**config.mk**
```make
export PLATFORM = sky130hd
export DESIGN_NAME = level_sequencer
export DESIGN_NICKNAME = d
export VERILOG_FILES = /design/src/rtl/level_sequencer.sv
export SDC_FILE = /design/constraint.sdc
export NUM_CORES = 1
export LEC_CHECK = 0
export ABC_CLOCK_PERIOD_IN_PS = 1780
export BUFFER_PORTS_ARGS = -buffer_cell sky130_fd_sc_hd__buf_4
export CAP_MARGIN = 20
export CELL_PAD_IN_SITES_DETAIL_PLACEMENT = 1
export CELL_PAD_IN_SITES_GLOBAL_PLACEMENT = 1
export CORE_UTILIZATION = 43
export DETAILED_ROUTE_END_ITERATION = 8
export GPL_TIMING_DRIVEN = 0
export PLACE_DENSITY_LB_ADDON = 0.1
export SLEW_MARGIN = 20
export SYNTH_ARGS = -nofsm -noshare
export SYNTH_HDL_FRONTEND = slang
export SYNTH_SLANG_ARGS = --single-unit
```
**constraint.sdc**
```tcl
create_clock -name clk -period 1.78 [get_ports clk]
set_clock_uncertainty 0.1 [all_clocks]
set_input_delay 0 -clock clk [delete_from_list [all_inputs] [get_ports clk]]
set_output_delay 0 -clock clk [all_outputs]
set_load 0.02 [all_outputs]
```
**src/rtl/level_sequencer.sv**
```systemverilog
// level_sequencer: game-flow FSM driving obstacle generators; define LEVEL_SEQ_PAUSE_EN to compile in PAUSE
module level_sequencer #(
    parameter int NUM_LEVELS   = 3,
    parameter int FRAME_DIV    = 1,
    parameter int DEATH_FRAMES = 60,
    parameter int START_LIVES  = 3
) (
    input  logic       clk,
    input  logic       rst,
    input  logic       vsync,
    input  logic       start,
    input  logic       pause,
    input  logic       collision,
    input  logic       goal,
    output logic       update,
    output logic       gen_rst,
    output logic [1:0] level,
    output logic [1:0] lives,
    output logic [2:0] state,
    output logic       game_over,
    output logic       win
);
    typedef enum logic [2:0] {IDLE, LOAD, PLAY, PAUSE, DYING, NEXT, OVER, WIN} stateType;

    localparam logic [1:0] LAST_LEVEL = 2'(NUM_LEVELS - 1);
    localparam logic [3:0] FRAME_LAST = 4'(FRAME_DIV - 1);
    localparam logic [7:0] DEATH_LAST = 8'(DEATH_FRAMES - 1);
    localparam logic [1:0] INIT_LIVES = 2'(START_LIVES);

    stateType curState, nextState;
    logic vsyncQ, startQ;
    logic vsyncEdge, startEdge, pauseEdge;
    logic [1:0] loadCnt;
    logic [3:0] frameCnt;
    logic [7:0] deathCnt;
    logic frameHit, deathHit, playExit;
    logic updateNext, genRstNext;

    always_ff @(posedge clk or negedge rst) begin
        if (!rst) begin
            vsyncQ <= 1'b0;
            startQ <= 1'b0;
        end else begin
            vsyncQ <= vsync;
            startQ <= start;
        end
    end

    assign vsyncEdge = vsync & ~vsyncQ;
    assign startEdge = start & ~startQ;

`ifdef LEVEL_SEQ_PAUSE_EN
    logic pauseQ;

    always_ff @(posedge clk or negedge rst) begin
        if (!rst) pauseQ <= 1'b0;
        else      pauseQ <= pause;
    end

    assign pauseEdge = pause & ~pauseQ;
`else
    logic unusedPause;

    assign unusedPause = pause;
    assign pauseEdge   = 1'b0;
`endif

    assign frameHit = vsyncEdge && frameCnt == FRAME_LAST;
    assign deathHit = vsyncEdge && deathCnt == DEATH_LAST;
    assign playExit = collision | goal | pauseEdge;

    always_ff @(posedge clk or negedge rst) begin
        if (!rst) curState <= IDLE;
        else      curState <= nextState;
    end

    always_comb begin
        nextState = curState;
        case (curState)
            IDLE:      nextState = startEdge ? LOAD : IDLE;
            LOAD:      nextState = loadCnt == 2'd2 ? PLAY : LOAD;
            PLAY:      nextState = collision ? DYING : goal ? NEXT : pauseEdge ? PAUSE : PLAY;
            PAUSE:     nextState = (pauseEdge | startEdge) ? PLAY : PAUSE;
            DYING:     nextState = deathHit ? (lives <= 2'd1 ? OVER : LOAD) : DYING;
            NEXT:      nextState = level == LAST_LEVEL ? WIN : LOAD;
            OVER, WIN: nextState = startEdge ? LOAD : curState;
            default:   nextState = IDLE;
        endcase
    end

    // Outputs are computed one cycle ahead and registered so update/gen_rst are glitch-free
    always_comb begin
        updateNext = (curState == LOAD && loadCnt == 2'd0) || (curState == PLAY && frameHit && !playExit);
        genRstNext = nextState == IDLE || nextState == LOAD || nextState == OVER || nextState == WIN;
    end

    always_ff @(posedge clk or negedge rst) begin
        if (!rst) begin
            update   <= 1'b0;
            gen_rst  <= 1'b1;
            loadCnt  <= 2'd0;
            frameCnt <= 4'd0;
            deathCnt <= 8'd0;
            level    <= 2'd0;
            lives    <= INIT_LIVES;
        end else begin
            update   <= updateNext;
            gen_rst  <= genRstNext;
            loadCnt  <= curState == LOAD ? loadCnt + 2'd1 : 2'd0;
            frameCnt <= curState == LOAD ? 4'd0 :
                        (curState == PLAY && vsyncEdge && !playExit) ? (frameHit ? 4'd0 : frameCnt + 4'd1) :
                        frameCnt;
            deathCnt <= curState != DYING ? 8'd0 : vsyncEdge ? deathCnt + 8'd1 : deathCnt;
            if (curState == DYING && deathHit)
                lives <= lives <= 2'd1 ? 2'd0 : lives - 2'd1;
            if (curState == NEXT && level != LAST_LEVEL)
                level <= level + 2'd1;
            if ((curState == OVER || curState == WIN) && startEdge) begin
                level <= 2'd0;
                lives <= INIT_LIVES;
            end
        end
    end

    assign state     = curState;
    assign game_over = curState == OVER;
    assign win       = curState == WIN;
endmodule
```
==> results.cfg, run 1 <==
[cells_and_area]
instances_no_fill = 196
finish.instance_area_um2 = 1620
layout.nets = 179
filler_cell_count = 333
drive_above_1_share_pct = 22.42
seqCellArea_um2 = 631.9
areaGrowthSynthToFinish_pct = 21.37
utilization_pct = 56.80
antennaDiodeCount = 0
multi_input_area_um2 = 693.2

[pwr]
power_density_nw_per_um2 = 1274
seqPwrFrac_pct = 40.8
p_leak_nw = 0.7219
power_frac_clock_pct = 12.3
comb_power_share_pct = 46.9
p_sw_mw = 0.8684
ir_worst_vdd_mv = 0.5094
sw_frac_of_total_pct = 42.07
p_int_mw = 1.196

[routing]
viasPerCell = 5.668
drt_wl_total_mm = 3.178
vias = 1111
wire_per_inst_um = 16.21
drt_pass1_iterations = 6
postRouteAntennaNets = 0
drt_iter0_drc = 40
drcViolationCount = 2

[sta]
fmax_mhz = 587.0
min_period_ns = 1.704
setup_viol = 0
fin_crit_sh_pct = 95.71
setup_ws_ns = 0.07642
hold_viol = 0
grt_setup_unrepaired = yes
drv_slew = 0
timing.setup.tns_ns = 0
tightest_slew_ns = 0.4344
slew_headroom_pct = 71.04

[worst_setup_path]
r2r-end = gen_rst
critPathCapture = gen_rst
r2r-start = state[1]
cp_slowest_cell = dfrtp_1
path_class = register to register
reg2regPathDepth = 5
endpoint_kind = register
crit_start = state[1]
max_stage_delay_ns = 0.45
cp.arrival_ns = 1.86
required_ns = 1.94
worstPathCellList = buf_2, and2_1, a222oi_1, o2bb2ai_1, a21oi_1
cp-start-kind = register
r2r_slack_ns = 0.08
path_max_fanout = 10

[global_routing]
grt_pass1_wl_mm = 5.568
grt_pass1_vias = 1232
grt_remaining_overflow = 0
antenna_found_initial = 0
grt_max_degree = 26
grt_usage_pct = 21.84

[placement]
placed_area_um2 = 1494
gp_congestion = 0.7761
dpl.hpwl_mm = 2.321
dp_slack_ns = -0.1271
numPortBuffers = 16
dpl.cell_count = 184

[floorplan]
rows = 19
initial_utilization_pct = 46.80
boundaryPins = 18
die_h_um = 57.72
die_area_um2 = 3332
die_w_um = 57.72
core_um2 = 2853

[synthesis]
ys_seq_area_share_pct = 47.14
avgSynthCellArea_um2 = 9.745
synth_top_area_share_pct = 41.24
syn_area_um2 = 1335
syn_nets = 150
ys_seq_elements = 25
ys_types = 40
yosysWarnings = 0
yosysTopAreaCell = dfrtp_1
syn_inst = 137
yosys-top-cells-area = dfrtp_1, dfstp_2, ha_1, nand2_1, nor2_1

[run]
maxCapViolCount = 0

[cts]
htreeDepth = 1
clk_pin_slew_ns = 0.14
cts_buffer_depth = 2
clock_latency_ns = 0.32
clockRootBuffer = clkbuf_4
cts_buffers = 3
cts_tree = built
clock_sinks = 25

[outcome]
failed_checks = DRC
status = finished, violations left

[min_path]
hold_class = input pin to async pin
-- worst min path at each step --
stage | start | end | cells after the start
final | rst | level[0] | 2
after global routing | rst | level[1] | 2
after CTS | rst | level[0] | 2
after detailed placement | rst | level[0] | 1
after global placement | rst | level[0] | 1
after floorplan | rst | deathCnt[0] | 0
-- cells in the mapped netlist --
cell type   n
or3_1       2
nand3_1     3
nor2_1     13
dfstp_2     3
nor4_4      1
nand3_2     1
or4_1       1
and3_1      2
nand4_1     5
o2bb2ai_1   1
nand2_1    14
a22oi_1     1
o21ai_1     1
nand4b_1    1
a2bb2oi_1   1
o211ai_1    2
o21ai_0     5
xnor2_1     3
ha_1        6
and4b_1     1
nor4b_1     2
xor2_1      4
o21a_1      1
a222oi_1    1
or2_2       1
and2_1      4
nor3b_2     1
nand2b_1    4
nand3b_1    2
clkbuf_1    1
nor2b_1     4
dfrtp_1    22
inv_1       6
nor3_1      3
mux2i_1     1
buf_2       2
o211a_1     1
nor4_1      1
a21oi_1     8
and2b_1     1
-- per-layer routing --
layer / GRT usage [%] / up-vias / wire length, um
li1: - / 541 / -
met1: 26.23 / 553 / 1436
met2: 40.70 / 15 / 1647
met3: 2.009 / 2 / 76
met4: 7.823 / 0 / 18
met5: 0 / - / 0
-- power groups by stage --
| stage | clock network [mW] | registers [mW] | logic (mW) |
|---|---|---|---|
| 6_report | 0.255 | 0.841 | 0.968 |
| 5_1_grt | 0.280 | 0.860 | 1.08 |
| 4_1_cts | 0.266 | 0.836 | 0.969 |
| 3_5_place_dp | 0 | 0.848 | 0.955 |
| 3_3_place_gp | 0 | 0.842 | 0.917 |
| 2_1_floorplan | 0 | 0.947 | 0.500 |
-- state kept, by name, indices dropped and copies added (netlist names) --
signal / count
lives: 2
gen_rst: 1
state: 3
frameCnt: 4
level: 2
update: 1
deathCnt: 8
loadCnt: 2
vsyncQ: 1
startQ: 1
-- critical path: cells and delay by family, from the launching register on --
| kind | cells | cell delay, ns |
|---|---|---|
| AO/OA/AOI/OAI | 3 | 0.70 |
| buffers and inverters | 1 | 0.20 |
| flip-flops | 1 | 0.45 |
| AND/OR/NAND/NOR | 1 | 0.19 |
-- metrics by stage --
stage / power (mW) / hold WS (ns)
finish: 2.064 / 0.001192
global route: 2.223 / 0.01995
CTS: 2.071 / 0.02019
detailed placement: 1.803 / -0.1675
global placement: 1.759 / -0.1783
floorplan: 1.447 / -0.3956
-- placed cells by master (no fill, tap or decap), types with 3 or more instances in the layout --
| cell type | Yosys | routed |
|---|---|---|
| a21oi_1 | 8 | 8 |
| and2_1 | 4 | 4 |
| buf_4 | 0 | 19 |
| clkbuf_4 | 0 | 3 |
| dfrtp_1 | 22 | 20 |
| dfstp_2 | 3 | 3 |
| dlygate4sd3_1 | 0 | 5 |
| ha_1 | 6 | 5 |
| inv_1 | 6 | 6 |
| nand2_1 | 14 | 14 |
| nand2b_1 | 4 | 4 |
| nand3_1 | 3 | 3 |
| nand4_1 | 5 | 5 |
| nor2_1 | 13 | 13 |
| nor2b_1 | 4 | 4 |
| nor3_1 | 3 | 3 |
| o21ai_0 | 5 | 5 |
| xnor2_1 | 3 | 3 |
| xor2_1 | 4 | 4 |
-- layout make-up --
| cell class | instances | area share, % |
|---|---|---|
| plain buffers | 3 | 0.8494 |
| clock buffers | 3 | 1.390 |
| clock inverters | 1 | 0.3089 |
| inverters | 6 | 1.390 |
| multi-input cells | 103 | 42.78 |
| flip-flops and latches | 25 | 39.00 |
| well taps | 31 | 2.394 |
| repair buffers | 24 | 11.89 |
-- kinds of logic (layout without fill, tap and decap cells) --
kind of cell / Yosys count / count (layout) / synth area share, %
AND/OR/NAND/NOR: 67 / 67 / 28.87
XOR/XNOR: 7 / 7 / 4.592
adder cells (fa/ha/maj): 6 / 6 / 5.623
flip-flops: 25 / 25 / 47.14
AO/OA/AOI/OAI: 22 / 22 / 10.31
multiplexers: 1 / 1 / 0.7498
buffers and inverters: 9 / 37 / 2.718
-- repair_timing --
item,CTS,global route
setup buffers,0,3
endpoints found under the setup margin,5,5
pin swaps,1,2
hold buffers,5,0
endpoints found under the hold margin,28,0
resized for setup,1,5
(Power assumes the default switching activity.)
==> run 2: changes to the inputs <==
--- a/config.mk
+++ b/config.mk
@@ -7,13 +7,13 @@
 export LEC_CHECK = 0
 export ABC_CLOCK_PERIOD_IN_PS = 1780
 export BUFFER_PORTS_ARGS = -buffer_cell sky130_fd_sc_hd__buf_4
-export CAP_MARGIN = 20
 export CELL_PAD_IN_SITES_DETAIL_PLACEMENT = 1
 export CELL_PAD_IN_SITES_GLOBAL_PLACEMENT = 1
 export CORE_UTILIZATION = 43
 export DETAILED_ROUTE_END_ITERATION = 8
 export GPL_TIMING_DRIVEN = 0
 export PLACE_DENSITY_LB_ADDON = 0.1
+export RECOVER_POWER = 25
 export SLEW_MARGIN = 20
 export SYNTH_ARGS = -nofsm -noshare
 export SYNTH_HDL_FRONTEND = slang
==> run 2 against run 1 <==
The flow still finishes with violations (DRC). Wire length about the same. Sequential power about the same. Clock power about the same. Register-to-register slack about the same. Flip-flop and latch count unchanged. Utilization decreased by 0.13 points. Non-clock buffer count unchanged. Worst hold slack improved by 0.049 ns. Power about the same. Worst setup slack unchanged. Sequential share of layout area increased by 0.090 points. First-iteration DRC count unchanged. Largest cell class unchanged. Largest power group unchanged.
==> results.cfg, run 2 (same netlist as run 1, synthesis figures left out) <==
[worst_setup_path]
path_class = register to register
cp.arrival_ns = 1.86
endpoint_kind = register
cp-start-kind = register
path_max_fanout = 10
required_ns = 1.94

[cells_and_area]
largest_reg_flops = 8
layout.nets = 179
antennaDiodeCount = 0
instances_no_fill = 196
drive_above_1_share_pct = 21.82
multi_input_area_um2 = 693.2
final_common_cell = dfrtp_1
areaGrowthSynthToFinish_pct = 21.09
filler_cell_count = 333
largest_register = deathCnt
final_cell_mix = dfrtp_1, buf_4, nand2_1
seqCellArea_um2 = 631.9

[sta]
setup_ws_ns = 0.07642
setup_viol = 0
min_period_ns = 1.704
hold_viol = 0
fin_crit_sh_pct = 95.71
drv_slew = 0
fmax_mhz = 587.0
tightest_slew_ns = 1.391
grt_setup_unrepaired = yes
slew_headroom_pct = 7.265

[floorplan]
die_w_um = 57.72
core_um2 = 2853
boundaryPins = 18
die_h_um = 57.72
initial_utilization_pct = 46.80
die_area_um2 = 3332
rows = 19

[placement]
dpl.cell_count = 184
dpl.hpwl_mm = 2.321
dp_slack_ns = -0.1271
gp_congestion = 0.7761
numPortBuffers = 16

[routing]
drcViolationCount = 2
viasPerCell = 5.668
drt_pass1_iterations = 6
postRouteAntennaNets = 0
drt_iter0_drc = 40
wire_per_inst_um = 16.20
drt_wl_total_mm = 3.175
vias = 1111

[cts]
clk_pin_slew_ns = 0.14
clockRootBuffer = clkbuf_4
htreeDepth = 1
clock_sinks = 25
clock_latency_ns = 0.32
cts_buffer_depth = 2
cts_buffers = 3
cts_tree = built

[global_routing]
antenna_found_initial = 0
grt_usage_pct = 21.84
grt_max_degree = 26
grt_pass1_wl_mm = 5.568
grt_pass1_vias = 1232
grt_remaining_overflow = 0

[pwr]
ir_worst_vdd_mv = 0.5094
p_leak_nw = 0.7183
power_density_nw_per_um2 = 1276

[run]
maxCapViolCount = 0

[outcome]
status = finished, violations left
failed_checks = DRC

[min_path]
hold_class = input pin to register
==> run 2: cell count changes in the layout (fill, tap and decap cells not counted), sizes merged <==
cell	previous run	this run
buf	21	20
clkbuf	4	5
==> run 2: layout make-up <==
type                       count  share of cell area (%)
timing repair buffer          24                   11.69
inverter                       6                   1.393
clock buffer                   3                   1.393
multi-input combinational    103                   42.88
clock inverter                 1                  0.3096
tap                           31                   2.399
sequential                    25                   39.09
buffer                         3                  0.8514
==> run 2: worst max-delay path, cell delays in order, from the launching register on <==
cell and delay (ns):
dfrtp_1 0.45, buf_2 0.20, and2_1 0.19, a222oi_1 0.37, o2bb2ai_1 0.15, a21oi_1 0.18
==> run 2: repair_timing <==
| item | CTS | global route |
|---|---|---|
| buffers inserted | 0 | 3 |
| hold endpoints to repair | 28 | 0 |
| hold buffers | 5 | 0 |
| setup endpoints to repair | 5 | 5 |
| resized for setup | 1 | 5 |
| pin swaps | 1 | 2 |
==> run 2: path summary, 6_finish.rpt <==
kind,from,end,slack (ns),cells past startpoint
max,state[1],gen_rst,0.08,5
min,collision,frameCnt[2],0.05,5
max reg2reg,state[1],gen_rst,0.08,5
min reg2reg,loadCnt[0],loadCnt[0],0.36,1
max in group asynchronous,rst,state[0],0.25,2
min in group asynchronous,rst,level[0],0.41,2
==> run 2: power breakdown <==
| group | switching, mW | total, mW | leakage (nW) | internal [mW] |
|---|---|---|---|---|
| logic | 0.576 | 0.967 | 0.378 | 0.391 |
| clock network | 0.171 | 0.255 | 0.0177 | 0.0840 |
| registers | 0.122 | 0.841 | 0.323 | 0.719 |
==> run 2: metrics by stage <==
step | setup TNS, ns | hold slack (ns) | util [%] | cell area [um^2] | power, mW
2_1_floorplan | 0 | -0.3956 | - | 1335 | 1.447
3_3_place_gp | -0.01438 | -0.1783 | 52.37 | 1494 | 1.759
3_5_place_dp | -0.2192 | -0.1675 | 52.37 | 1494 | 1.803
4_1_cts | 0 | 0.02019 | 55.31 | 1578 | 2.071
5_1_grt | -0.1946 | 0.07253 | 56.67 | 1617 | 2.222
6_report | 0 | 0.05035 | 56.67 | 1617 | 2.063
==> run 2: per-layer routing <==
metal  global-route usage (%)  wire (um)  part of all wire (%)
met5                        0          0                     0
met4                    7.823         18                  0.57
met3                    2.009         76                   2.4
met2                    40.70       1646                    52
met1                    26.23       1434                    45
==> run 3: changes to the inputs <==
--- a/config.mk
+++ b/config.mk
@@ -14,6 +14,7 @@
 export GPL_TIMING_DRIVEN = 0
 export PLACE_DENSITY_LB_ADDON = 0.1
 export RECOVER_POWER = 25
+export REMOVE_ABC_BUFFERS = 1
 export SLEW_MARGIN = 20
 export SYNTH_ARGS = -nofsm -noshare
 export SYNTH_HDL_FRONTEND = slang
==> run 3 against run 2 <==
Critical path type unchanged. Final cell count rose by 2.0%. Power rose by 5.1%. The run still ends with DRC left. Die area did not move. Worst hold slack improved by 0.21 ns. Non-clock buffer count rose by 4. Global-route usage fell by 0.61 points. Highest routed layer unchanged.
==> results.cfg, run 3 (same netlist as run 1, synthesis figures left out) <==
[outcome]
status = finished, violations left
failed_checks = DRC

[cells_and_area]
largest_register = deathCnt
drive_above_1_share_pct = 22.49
largest_reg_flops = 8
filler_cell_count = 334
instances_no_fill = 200
final_cell_mix = buf_4, dfrtp_1, nand2_1
utilization_pct = 57.98
layout.nets = 183
antennaDiodeCount = 0
areaGrowthSynthToFinish_pct = 23.90
final_common_cell = buf_4

[routing]
vias = 1119
viasPerCell = 5.595
drt_iter0_drc = 36
drt_wl_total_mm = 3.246
drcViolationCount = 1
drt_pass1_iterations = 6
postRouteAntennaNets = 0
wire_per_inst_um = 16.23

[worst_setup_path]
r2r-start = state[2]
crit_start = state[2]
path_class = register to register
critPathCapture = gen_rst
required_ns = 1.96
path_max_fanout = 6
worstPathCellList = buf_4, nor3b_2, nand4_1, o2bb2ai_1, a21oi_1
r2r_slack_ns = 0.07
max_stage_delay_ns = 0.48
endpoint_kind = register
reg2regPathDepth = 5
cp-start-kind = register
cp_slowest_cell = dfrtp_2
cp.arrival_ns = 1.88
r2r-end = gen_rst

[sta]
fin_crit_sh_pct = 95.84
tightest_slew_ns = 0.6237
grt_setup_unrepaired = yes
slew_headroom_pct = 58.42
fmax_mhz = 586.2
holdWs_ns = 0.2624
setup_viol = 0
timing.setup.tns_ns = 0
drv_slew = 0
hold_viol = 0
min_period_ns = 1.706

[placement]
numPortBuffers = 16
dpl.hpwl_mm = 2.115
dpl.cell_count = 181
gp_congestion = 0.7381

[global_routing]
grt_remaining_overflow = 0
antenna_found_initial = 0
grt_pass1_vias = 1183
grt_usage_pct = 21.23
grt_max_degree = 26
grt_pass1_wl_mm = 5.402

[pwr]
ir_worst_vdd_mv = 0.8068
power_mw = 2.168
power_density_nw_per_um2 = 1310
p_leak_nw = 0.7248

[floorplan]
die_area_um2 = 3332
rows = 19
initial_utilization_pct = 46.80
die_w_um = 57.72
boundaryPins = 18
core_um2 = 2853
die_h_um = 57.72

[min_path]
hold_class = input pin to register

[run]
maxCapViolCount = 0

[cts]
clockRootBuffer = clkbuf_4
clk_pin_slew_ns = 0.16
cts_tree = built
clock_sinks = 25
cts_buffers = 3
clock_latency_ns = 0.34
cts_buffer_depth = 2
htreeDepth = 1
run 3: final cells by class:
cell class	instances	area, um^2	area share, %
Multi-Input combinational cell	103	693.2	41.91
Sequential cell	25	633.1	38.28
Timing Repair Buffer	31	236.5	14.30
Tap cell	31	38.79	2.345
Clock buffer	3	22.52	1.362
Inverter	6	22.52	1.362
Clock inverter	1	7.507	0.4539
run 3: how the worst min path moves through the flow:
stage / slack, ns / cells after the start / startpoint / end
after floorplan: -0.40 / 0 / rst / deathCnt[0]
after global placement: -0.18 / 1 / rst / deathCnt[3]
after detailed placement: -0.18 / 1 / rst / deathCnt[3]
after CTS: 0.21 / 2 / vsync / vsyncQ
after global routing: 0.28 / 2 / vsync / vsyncQ
final: 0.26 / 2 / vsync / vsyncQ
run 3: timing repair:
action,in CTS,in global routing
hold endpoints to repair,30,0
setup buffers,2,6
gates resized for setup,3,4
hold buffers,7,0
pin swaps,0,2
endpoints found under the setup margin,3,7
run 3: stage by stage:
| step | area, um^2 | worst slack, ns |
|---|---|---|
| 2_1_floorplan | 1321 | 0.03259 |
| 3_3_place_gp | 1480 | -0.01843 |
| 3_5_place_dp | 1480 | -0.1013 |
| 4_1_cts | 1604 | 0.006400 |
| 5_1_grt | 1654 | -0.03319 |
| 6_report | 1654 | 0.07413 |
run 3: critical path: cells and delay by family, from the launching register on:
family	cells	cell delay, ns
DFF	1	0.48
buffers and inverters	1	0.15
AOI/OAI and AO/OA	2	0.39
and+or+nand+nor	2	0.53
run 3: routing by layer:
layer | wire, um | track usage [%]
met5 | 0 | 0
met4 | 23 | 7.483
met3 | 90 | 5.357
met2 | 1654 | 35.71
met1 | 1478 | 26.66
run 3: report_power, final:
part | total (mW) | switching, mW | internal, mW
sequential | 0.874 | 0.153 | 0.722
combinational | 1.02 | 0.570 | 0.453
clock | 0.270 | 0.184 | 0.0861
